`config.mk`:
```
export PLATFORM = sky130hd
export DESIGN_NAME = ftdi_scheduler
export DESIGN_NICKNAME = d
export VERILOG_FILES = /design/src/rtl/ftdi_scheduler.sv
export SDC_FILE = /design/constraint.sdc
export NUM_CORES = 1
export LEC_CHECK = 0
export ABC_AREA = 0
export CAP_MARGIN = 20
export CORE_ASPECT_RATIO = 1.4
export CORE_UTILIZATION = 30
export DETAILED_ROUTE_END_ITERATION = 7
export GPL_ROUTABILITY_DRIVEN = 0
export PLACE_DENSITY_LB_ADDON = 0.25
export SLEW_MARGIN = 20
export SYNTH_ARGS = -nofsm -noshare
export SYNTH_HDL_FRONTEND = slang
export SYNTH_SLANG_ARGS = --single-unit
```
`constraint.sdc`:
```
create_clock -name clock -period 1.5 [get_ports clock]
set_input_delay 0.15 -clock clock [delete_from_list [all_inputs] [get_ports clock]]
set_output_delay 0.15 -clock clock [all_outputs]
set_load 0.05 [all_outputs]
```
`src/rtl/ftdi_scheduler.sv`:
```
// Bus arbiter for the FTDI async-FIFO block: bounded read/write bursts with round-robin,
// read watermark throttling, a turnaround gap on every grant end, and one-cycle flush.
module ftdi_scheduler #(
   parameter int RD_BURST = 64,
   parameter int WR_BURST = 64,
   parameter int HIGH_WM  = 960,
   parameter int TURN_CYC = 4
) (
   input  logic        clock,
   input  logic        reset,
   input  logic        enable,
   input  logic        clear_req,
   input  logic        rxf,
   input  logic        txe,
   input  logic        rdq_full,
   input  logic        wrq_empty,
   input  logic [9:0]  qsize,
   input  logic        ftdi_rd,
   input  logic        ftdi_wr,
   output logic        rd_en,
   output logic        wr_en,
   output logic        clear,
   output logic        dir,
   output logic        busy,
   output logic [15:0] rd_bytes,
   output logic [15:0] wr_bytes
);

   localparam int MAXB   = (RD_BURST > WR_BURST) ? RD_BURST : WR_BURST;
   localparam int BW_RAW = $clog2(MAXB + 1);
   localparam int BW     = (BW_RAW < 7) ? 7 : BW_RAW;
   localparam int BW1    = BW + 1;
   localparam int TW_RAW = $clog2(TURN_CYC + 1);
   localparam int TW     = (TW_RAW < 1) ? 1 : TW_RAW;

   localparam logic [BW:0]    RD_END    = BW1'(RD_BURST);
   localparam logic [BW:0]    WR_END    = BW1'(WR_BURST);
   localparam logic [10:0]    WM        = 11'(HIGH_WM);
   localparam logic [TW-1:0]  TURN_LOAD = TW'(TURN_CYC - 1);

   typedef enum logic [2:0] {IDLE, READ, WRITE, TURN, FLUSH} state_t;

   state_t         state, state_n;
   logic           rd_q, wr_q;
   logic [BW-1:0]  bcnt;
   logic [TW-1:0]  tcnt;
   logic           rd_ok, wr_ok, rd_done, wr_done;
   logic [BW:0]    bcnt_inc;

   assign rd_ok    = enable & ~rxf & ~rdq_full & ({1'b0, qsize} < WM);
   assign wr_ok    = enable & ~txe & ~wrq_empty;
   assign rd_done  = ftdi_rd & ~rd_q;
   assign wr_done  = ftdi_wr & ~wr_q;
   assign bcnt_inc = {1'b0, bcnt} + {{BW{1'b0}}, 1'b1};

   assign rd_en = (state == READ);
   assign wr_en = (state == WRITE);
   assign clear = (state == FLUSH);
   assign busy  = (state != IDLE);

   always_ff @(posedge clock or posedge reset) begin
      if (reset) state <= IDLE;
      else       state <= state_n;
   end

   always_comb begin
      state_n = state;
      unique case (state)
         IDLE: begin
            // Contended: go opposite to the last grant.
            if (rd_ok && (!wr_ok || !dir)) state_n = READ;
            else if (wr_ok)                state_n = WRITE;
         end
         READ:    if ((rd_done && bcnt_inc == RD_END) || !rd_ok) state_n = TURN;
         WRITE:   if ((wr_done && bcnt_inc == WR_END) || !wr_ok) state_n = TURN;
         TURN:    if (tcnt == '0) state_n = IDLE;
         FLUSH:   state_n = IDLE;
         default: state_n = IDLE;
      endcase
      if (clear_req) state_n = FLUSH;
   end

   always_ff @(posedge clock or posedge reset) begin
      if (reset) begin
         rd_q     <= 1'b1;
         wr_q     <= 1'b1;
         bcnt     <= '0;
         tcnt     <= '0;
         dir      <= 1'b0;
         rd_bytes <= '0;
         wr_bytes <= '0;
      end else begin
         rd_q <= ftdi_rd;
         wr_q <= ftdi_wr;
         if (state == FLUSH) begin
            bcnt     <= '0;
            tcnt     <= '0;
            dir      <= 1'b0;
            rd_bytes <= '0;
            wr_bytes <= '0;
         end else begin
            // Completions count in every state so late bytes landing in TURN are kept.
            if (rd_done) rd_bytes <= rd_bytes + 16'd1;
            if (wr_done) wr_bytes <= wr_bytes + 16'd1;

            if (state == IDLE && (state_n == READ || state_n == WRITE))
               bcnt <= '0;
            else if ((state == READ && rd_done) || (state == WRITE && wr_done))
               bcnt <= bcnt + 1'b1;

            if (state != TURN && state_n == TURN)
               tcnt <= TURN_LOAD;
            else if (state == TURN && tcnt != '0)
               tcnt <= tcnt - 1'b1;

            if (state == IDLE && state_n == READ)       dir <= 1'b1;
            else if (state == IDLE && state_n == WRITE) dir <= 1'b0;
         end
      end
   end

endmodule

```
== Yosys cells after proc, flatten, opt, wreduce, memory -nomap -nowiden ==
Cells that the tools add are included.

* Logic and storage cells: 83
* Output and inout bits: 37
* Bits in registers: 48

* Eq/ne operators: 9
* Muxes and demuxes: 20
* Magnitude comparators: 1
* Bitwise gates (word level): 13
* Reductions and logical operators: 27
* $add $sub $neg: 5

{| class="wikitable"
|+ Operators by type and width
! kind !! number
|-
| two-way mux 16 bit || 4
|-
| adder 16 x 1 -> 16 bit, second input constant || 2
|-
| two-way mux 3 bit || 9
|-
| two-way mux 7 bit || 3
|-
| nonzero test 3 bit || 5
|-
| == test 3 x 2 -> 1 bit, second input constant || 4
|-
| one-hot mux 3 bit (4 select lines) || 1
|-
| logical AND 1 bit || 10
|-
| < comparator 10 bit, second input constant || 1
|-
| adder 7 x 1 -> 8 bit, second input constant || 1
|-
| == test 8 x 7 -> 1 bit, second input constant || 1
|-
| adder 7 x 1 -> 7 bit, second input constant || 1
|-
| AND 1 bit || 7
|-
| == test 3 x 1 -> 1 bit, second input constant || 2
|-
| zero test 3 bit || 2
|-
| inverter 1 bit || 6
|-
| logical OR 1 bit || 5
|-
| nonzero test 2 bit || 2
|-
| == test 3 bit, second input constant || 1
|-
| zero test 1 bit || 3
|-
| two-way mux 1 bit || 3
|-
| != test 3 x 2 -> 1 bit, second input constant || 1
|-
| subtractor 3 x 1 -> 3 bit, second input constant || 1
|}

== Logic depth before layout (Yosys ltp) ==
Gate-level depths: netlist (run 1).

* Depth after elaboration: 14
* Depth in mapped cells: 7
* Depth with buffers taken out: 7

== Worst setup path before layout (run 1) ==
OpenSTA, ideal clock, no wires.

* Kind: reg-to-reg
* Start point: register state[0]
* End point: register bcnt[1]
* Path slack: -1.118 ns
* Arrival time: 2.485 ns
* Stages on the path, launching flop included: 7
* Data required time: 1.367 ns
* Library setup time: 0.133 ns
* Cells stage by stage: dfrtp_1 > buf_2 > nor3b_1 > nand2_1 > nor3_1 > o21a_4 > o32ai_2

* Elaborated cells between the ends (all ways): 22
* Those cells by class: 6 x eq/ne; 9 x mux; 7 x reduce/logical

{| class="wikitable"
|+ RTL lines
! what !! line !! RTL
|-
| from (decl) || 43 || <nowiki>state_t state, state_n;</nowiki>
|-
| from (signal assigned) || 63 || <nowiki>else state <= state_n;</nowiki>
|-
| == test 3 x 2 -> 1 bit * || - ||
|-
| via wr_en || 21 || <nowiki>output logic wr_en,</nowiki>
|-
| one-hot mux 3 bit (4 select lines) || 68 || <nowiki>unique case (state)</nowiki>
|-
| two-way mux 3 bit || 80 || <nowiki>if (clear_req) state_n = FLUSH;</nowiki>
|-
| == test 3 x 1 -> 1 bit / == test 3 x 2 -> 1 bit (equally long branches) || 106 || <nowiki>if (state == IDLE && (state_n == READ || state_n == WRITE))</nowiki>
|-
| logical OR 1 bit || 106 ||
|-
| logical AND 1 bit || 106 ||
|-
| two-way mux 7 bit || 106 ||
|-
| two-way mux 7 bit || 95 || <nowiki>if (state == FLUSH) begin</nowiki>
|-
| to (signal assigned) || 109 || <nowiki>bcnt <= bcnt + 1'b1;</nowiki>
|-
| to (decl) || 45 || <nowiki>logic [BW-1:0] bcnt;</nowiki>
|}

The timed path passes the listed nets; every way through them passes the cells marked *.
A chain may end at the register's enable or synchronous reset.

== Final worst setup path (run 1) ==
* Start point: register bcnt[3]
* End point: register bcnt[1]

* Word-level cells in the longest chain between the ends: 12
* Elaborated cells between the ends (all ways): 17
* Those cells by class: 1 x add/sub; 3 x eq/ne; 6 x mux; 7 x reduce/logical

{| class="wikitable"
|+ Ends and longest elaborated chain
! what !! line !! RTL
|-
| adder 7 x 1 -> 8 bit * || 54 || <nowiki>assign bcnt_inc = {1'b0, bcnt} + {{BW{1'b0}}, 1'b1};</nowiki>
|-
| == test 8 x 7 -> 1 bit * || 74, 75 ||
|-
| logical AND 1 bit (on tied branches) || 75, 74 ||
|-
| logical OR 1 bit (on tied branches) || 75, 74 ||
|-
| two-way mux 3 bit (on tied branches) || 75, 74 ||
|-
| one-hot mux 3 bit (4 select lines) * || 68 ||
|-
| two-way mux 3 bit * || 80 ||
|-
| == test 3 x 1 -> 1 bit / == test 3 x 2 -> 1 bit (equally long branches) || 106 ||
|-
| logical OR 1 bit * || 106 ||
|-
| logical AND 1 bit * || 106 ||
|-
| two-way mux 7 bit || 106 ||
|-
| two-way mux 7 bit || 95 ||
|}

Every way passes the cells marked *; elsewhere a longest branch is shown, timed or not.

==> summary.md, run 1 <==
| Metric | Value |
|---|---|
| Yosys reg bits | `48` |
| Most frequent cells in the layout | `buf_4 (83), nand2_1 (28), dfrtp_1 (26)` |
| Overall power | `2.93 mW` |
| Final setup viols | `25` |
| Yosys top cell area share | `42.8%` |
| Simple-Gate Fraction of Synth Area | `25.3%` |
| Router iterations before antenna repair | `4` |
| Worst Clk Skew | `6.63 ps` |
| Synth top area cells | `dfrtp_1 (43%), xnor2_1 (5.5%), xor2_1 (4.6%)` |
| CTS Buf Count | `5` |
| Clock-pin slew on the worst setup and hold paths | `60 ps` |
| Slew HR | `79.9%` |
| Final setup slack of the worst path | `-259 ps` |
| Startpoint types | `flip-flop` |
| Largest net degree at the start of global routing | `34` |
| Crit path cell chain | `nor4b_4 > mux2i_2 > or3_4 > a21oi_4 > o32ai_2` |
| Std-Cell Rows | `40` |
| Worst Setup End Kind | `flip-flop` |
| P&R area growth vs syn | `63.4%` |
| CTS Hold Bufs | `0` |
| Post-synth cell types | `54` |
| Initial cell density of the core | `31.1%` |
| LEAKAGE | `1.87 nW` |
| Slowest-stage cell, CP | `dfrtp_1` |
| F_max | `0.569 GHz` |
| Outcome | `finished, violations left` |
| Mapped Nets | `302` |
| ANT nets after route | `0` |
| Syn avg cell area | `9.72 sq um` |
| Post-Synth Adder-Cell Area | `2.32%` |
| Fillers | `810` |
| Compound-gate portion of the synthesized area | `13.0%` |
| RSZ-0062 raised after global routing | `yes` |
| Core area | `8660 sq um` |
| Chip Height | `114 microns` |
| Max-cap violation count | `0` |
| Post-route cell area | `4400 sq um` |
| Worst-path maximum fanout | `7` |
| Net count, final | `418` |
| Leading area contributor after synthesis | `dfrtp_1` |
| Hold Vio Cnt, Final | `0` |
| Mapped Cells | `277` |
| Root buffer cell | `clkbuf_16` |
| Ant. Diodes | `0` |
| Layout cells sized above 1 | `50.0%` |
| Clk buf depth | `2` |
| First-pass GRT wire length | `11,300 microns` |
| Critical path arrival | `1920 ps` |
| Vias | `2,480` |
| Wirelength per Cell | `13.9 microns` |
| Post-synth EDFFs | `0` |
| DIE AREA | `9360 sq um` |
| IO Count | `57` |
| Sequential-to-total area share from yosys stat | `44.7%` |
| Cell area after placement | `3820 sq um` |
| Final wirelength | `6940 microns` |
| Synthesized cell area | `2690 sq um` |
| Residual DRC | `0` |
| GR Overflow Total | `0` |
| Largest family of logic cells by synthesized area | `simple AND/OR/NAND/NOR gates` |
| Hold WC Path Type | `input port to asynchronous set/reset pin` |
| Worst slew pin tran | `299 ps` |
| Number of H-tree levels | `2` |
| Final period utilization | `117%` |
| I/O Buffers | `50` |
| Most used DFF post-synth | `dfrtp_1` |
| Post-synthesis mux area share | `1.49%` |
| Num Clock Sinks | `48` |
| Failing checks | `negative setup slack` |
| Placement Setup Slack | `-483 ps` |
| Tot GR Track Use | `15.7%` |
| YS warnings | `0` |
| Initial antenna violation count | `0` |
| Number of global-route vias before repair | `2,518` |
| PwrDens | `666 nW/um^2` |
| Async SR Flop Fraction | `100%` |
| Core Util, Final | `50.8%` |
| Hpwl dp | `5020 microns` |
| Clock period minus final worst setup slack | `1760 ps` |
| Non-Filler Instances | `499` |
| CTS tree | `yes` |
| Max incr delay on CP | `410 ps` |
| Peak supply drop | `0.000454 V` |
| Critical path class | `flip-flop to flip-flop` |
| Die X | `82.1 microns` |
| Cells after DPL | `478` |
| CP Data Required Time | `1660 ps` |
| Most common cell after layout, fill and taps aside | `buf_4` |
| Post-Synth XOR/XNOR Area | `10.1%` |
| Clock Latency Late Sink | `290 ps` |
| Slew Limit Fails | `0` |
| Drt initial violations | `85` |
| Avg Vias per Cell | `4.97` |
-- path summary, 6_finish.rpt --
path                                end    startpoint  slack, ps  cells past startpoint
setup / recovery                bcnt[1]       bcnt[3]       -260                      5
min in group clock                 rd_q       ftdi_rd        280                      2
hold / removal                  bcnt[1]         reset         90                      2
setup reg to reg                bcnt[1]       bcnt[3]       -260                      5
hold reg to reg            wr_bytes[15]  wr_bytes[15]        550                      2
max in group asynchronous          rd_q         reset        910                      3
-- area by class of cell --
class	instances	area, sq um	area share (%)
clock inverter	2	15.0	0.341
timing repair buffer	120	1140	26.0
sequential	48	1230	27.9
clock buffer	6	139	3.16
tap	105	131	2.99
multi-input combinational	212	1720	39.1
inverter	6	22.5	0.512
-- registers in the layout, summed over array words and instances, names as in the netlist --
| register | flops |
|---|---|
| bcnt | 7 |
| rd_bytes | 16 |
| state | 3 |
| dir | 1 |
| rd_q | 1 |
| wr_bytes | 16 |
| tcnt | 3 |
| wr_q | 1 |
-- routing by layer --
metal	global-route usage, %	part of all wire [%]	up-vias
met3	3.35	2.9	15
met2	28.4	54	53
met1	17.6	41	1201
met5	0	0	-
met4	5.26	1.9	0
li1	-	-	1211
-- worst max-delay path: cells and delay by family, from the launching register on --
family / cells / cell delay (ps)
flip-flops: 1 / 410
multiplexers: 1 / 140
AND/OR/NAND/NOR: 2 / 700
AO/OA/AOI/OAI: 2 / 400
-- cell families (layout without fill, tap and decap cells) --
group	Yosys count	in the layout
AND/OR/NAND/NOR	127	127
AO/OA/AOI/OAI	45	45
XOR/XNOR	31	31
buffers and inverters	17	134
adder cells (fa/ha/maj)	5	5
flip-flops	48	48
multiplexers	4	4
-- synth_stat cells, types with 6 or more instances --
| library cell | instances |
|---|---|
| nand2_1 | 29 |
| dfrtp_1 | 46 |
| or3_1 | 7 |
| xor2_1 | 14 |
| nor2_1 | 32 |
| nand4_1 | 8 |
| xnor2_1 | 17 |
| o31ai_1 | 6 |
| nor3_1 | 6 |
| nand3_1 | 8 |
| o21ai_0 | 8 |
| inv_1 | 6 |
| a21oi_1 | 7 |
| buf_2 | 8 |
-- power breakdown --
group          switching [mW]  internal (mW)  leakage, nW
Sequential             0.0181           1.31        0.627
Clock                   0.483          0.663       0.0691
Combinational           0.223          0.228         1.17
-- stage by stage --
step                hold WS (ps)  TNS [ps]
floorplan                    154     -2690
global placement             401    -10290
detailed placement           399    -10990
CTS                         93.5     -2730
global route                 116     -5150
finish                      94.2     -3440
-- what timing repair did --
item,4_1_cts,5_1_grt
buffers inserted,5,6
gates cloned,0,2
endpoints found under the setup margin,19,48
pin swaps,10,18
resized for setup,17,52
Power figures use the tool's default switching activity.
==> run 2, diff against run 1 <==
--- a/config.mk
+++ b/config.mk
@@ -6,8 +6,8 @@
 export NUM_CORES = 1
 export LEC_CHECK = 0
 export ABC_AREA = 0
-export CAP_MARGIN = 20
 export CORE_ASPECT_RATIO = 1.4
+export CORE_MARGIN = 1.5
 export CORE_UTILIZATION = 30
 export DETAILED_ROUTE_END_ITERATION = 7
 export GPL_ROUTABILITY_DRIVEN = 0
==> summary.md, run 2 (synthesis results as in run 1) <==
| Metric | Value |
|---|---|
| Outcome | `finished, violations left` |
| Failing checks | `negative setup slack` |
| Hpwl dp | `4830 microns (-3.9%)` |
| Layout cells sized above 1 | `44.8% (-5.2 points)` |
| Slew Limit Fails | `0 (unchanged)` |
| Combinational power share | `13.3% (-2.1 points)` |
| Clk buf depth | `2 (unchanged)` |
| Startpoint types | `flip-flop` |
| Placement Setup Slack | `-486 ps (-2.59 ps)` |
| Cells after DPL | `474 (-0.84%)` |
| Tot GR Track Use | `14.9% (-0.77 points)` |
| Final setup viols | `40 (+60%)` |
| Peak supply drop | `0.000515 V (+13%)` |
| CTS tree | `yes` |
| RSZ-0062 raised after global routing | `yes` |
| Chip Height | `115 microns (+0.88%)` |
| Std-Cell Rows | `40 (unchanged)` |
| Cell internal pwr | `2.30 mW (+4.2%)` |
| Fillers | `829 (+2.3%)` |
| Residual DRC | `0 (unchanged)` |
| Number of global-route vias before repair | `2,484 (-1.4%)` |
| Slew HR | `78.2% (-1.7 points)` |
| Reg area | `1230 sq um (unchanged)` |
| Hold Vio Cnt, Final | `0 (unchanged)` |
| Hold Path Sink | `wr_q` |
| Critical path arrival | `2020 ps (+100 ps)` |
| ANT nets after route | `0 (unchanged)` |
| CTS Buf Count | `5 (unchanged)` |
| Clock Latency Late Sink | `290 ps (about the same)` |
| Non-Filler Instances | `493 (-1.2%)` |
| Final wirelength | `6920 microns (-0.23%)` |
| Met3 track demand over resource | `1.79% (-1.6 points)` |
| Cell depth of the worst min-delay path | `1` |
| CTS Hold Bufs | `0 (unchanged)` |
| GR met2 Demand/Resource | `27.2% (-1.2 points)` |
| Global routing's busiest layer | `met2` |
| Clock period minus final worst setup slack | `1840 ps (+86.1 ps)` |
| Worst r2r path cells | `6 (+1)` |
| Net switching power figure | `0.712 mW (-1.7%)` |
| Ant. Diodes | `0 (unchanged)` |
| Final period utilization | `123% (+5.7 points)` |
| Worst Setup End Kind | `flip-flop` |
| Clock Power Share | `42.3% (+3.2 points)` |
| Wirelength per Cell | `14.0 microns (+0.98%)` |
| Vias | `2,418 (-2.5%)` |
| Core area | `8660 sq um (unchanged)` |
| LEAKAGE | `1.83 nW (-2.1%)` |
| DIE AREA | `9560 sq um (+2.1%)` |
| Final setup slack of the worst path | `-345 ps (-86.1 ps)` |
| Routing usage on met1 | `18.2% (+0.57 points)` |
| Num Clock Sinks | `48 (unchanged)` |
| Worst Clk Skew | `7.73 ps (+1.10 ps)` |
| Most frequent cells in the layout | `buf_4 (80), nor2_1 (31), nand2_1 (29)` |
| Net Sw Frac | `23.6% (-1.1 points)` |
| Critical path class | `flip-flop to flip-flop` |
| PwrDens | `707 nW/um^2 (+6.1%)` |
| Area occupied by multi-input gates | `1630 sq um (-5.0%)` |
| Worst slew pin tran | `324 ps (+24.5 ps)` |
| Net count, final | `412 (-1.4%)` |
| Reg-to-Reg Start | `state[1]` |
| Max-cap violation count | `0 (unchanged)` |
| Avg Vias per Cell | `4.90 (-1.3%)` |
| Sequential share of power | `44.4% (-1.1 points)` |
| Number of H-tree levels | `2 (unchanged)` |
| F_max | `0.542 GHz (-4.7%)` |
| P&R area growth vs syn | `58.3%` |
| Hold WC Path Type | `input port to flip-flop` |
| I/O Buffers | `50 (unchanged)` |
| Worst-path maximum fanout | `7 (unchanged)` |
| Flop2flop setup slack | `-340 ps (-90 ps)` |
| Largest net degree at the start of global routing | `49 (+44%)` |
| Router iterations before antenna repair | `4 (unchanged)` |
| Biggest registers after layout | `rd_bytes x16, wr_bytes x16, bcnt x7` |
| IO Count | `57 (unchanged)` |
| Most common cell after layout, fill and taps aside | `buf_4` |
| First-pass GRT wire length | `11,600 microns (+2.5%)` |
| Initial antenna violation count | `0 (unchanged)` |
| Die X | `83.1 microns (+1.2%)` |
| RR Endpoint | `bcnt[5]` |
| Initial cell density of the core | `31.1% (unchanged)` |
| Drt initial violations | `84 (-1.2%)` |
| GR Overflow Total | `0 (unchanged)` |
| Root buffer cell | `clkbuf_16` |
| CP Data Required Time | `1680 ps (+20 ps)` |
| Clock-pin slew on the worst setup and hold paths | `70 ps (about the same)` |
| Hold_sp | `ftdi_wr` |
-- run 2: stage by stage --
stage	instance area [sq um]	total power [mW]	TNS (ps)	util (%)	hold WS, ps
final	4260	3.01	-4410	49.2	44.5
after global routing	4260	3.12	-7280	49.2	42.4
after CTS	4140	3.03	-2960	47.8	235
after detailed placement	3780	1.71	-11050	43.7	540
after global placement	3780	1.70	-10160	43.7	529
after floorplan	2850	1.55	-2690	-	154
-- run 2: power by group through the flow --
stage	sequential, mW	combinational [mW]	clock (mW)
6_report	1.34	0.401	1.27
3_3_place_gp	1.36	0.346	0
4_1_cts	1.33	0.397	1.30
3_5_place_dp	1.36	0.348	0
2_1_floorplan	1.39	0.161	0
5_1_grt	1.34	0.430	1.35
-- run 2: worst max-delay path, cell delays in order (launching register included) --
cell and delay [ps]:
dfrtp_2 460, or3_4 390, a21o_1 180, o21ai_4 220, a21oi_4 60, buf_12 150, o31ai_1 270
-- run 2: timing repair --
item | CTS | global route
endpoints found under the setup margin | 38 | 48
setup buffers | 8 | 4
pin swaps | 14 | 11
gates cloned | 1 | 0
gates resized for setup | 27 | 17
-- run 2: final cells by class --
type / instances / share of cell area, %
clock inverters: 2 / 0.823
flip-flops and latches: 48 / 28.8
clock buffers: 6 / 3.03
repair buffers: 114 / 25.4
inverters: 6 / 0.529
multi-input cells: 212 / 38.3
well taps: 105 / 3.08
-- run 2: how the worst max path moves through the flow --
stage / startpoint / endpoint / slack [ps] / cells past startpoint
2_1_floorplan: state[0] / bcnt[1] / -250 / 6
3_3_place_gp: enable / bcnt[1] / -440 / 6
3_5_place_dp: enable / bcnt[1] / -490 / 6
4_1_cts: state[1] / bcnt[1] / -260 / 5
5_1_grt: state[1] / bcnt[2] / -400 / 6
6_report: state[1] / bcnt[5] / -340 / 6
-- run 2: per-layer routing --
metal | vias up | wire, microns | part of all wire [%]
met1 | 1176 | 3010 | 43
li1 | 1193 | - | -
met4 | 0 | 70 | 1.0
met3 | 5 | 181 | 2.6
met5 | - | 0 | 0
met2 | 44 | 3660 | 53
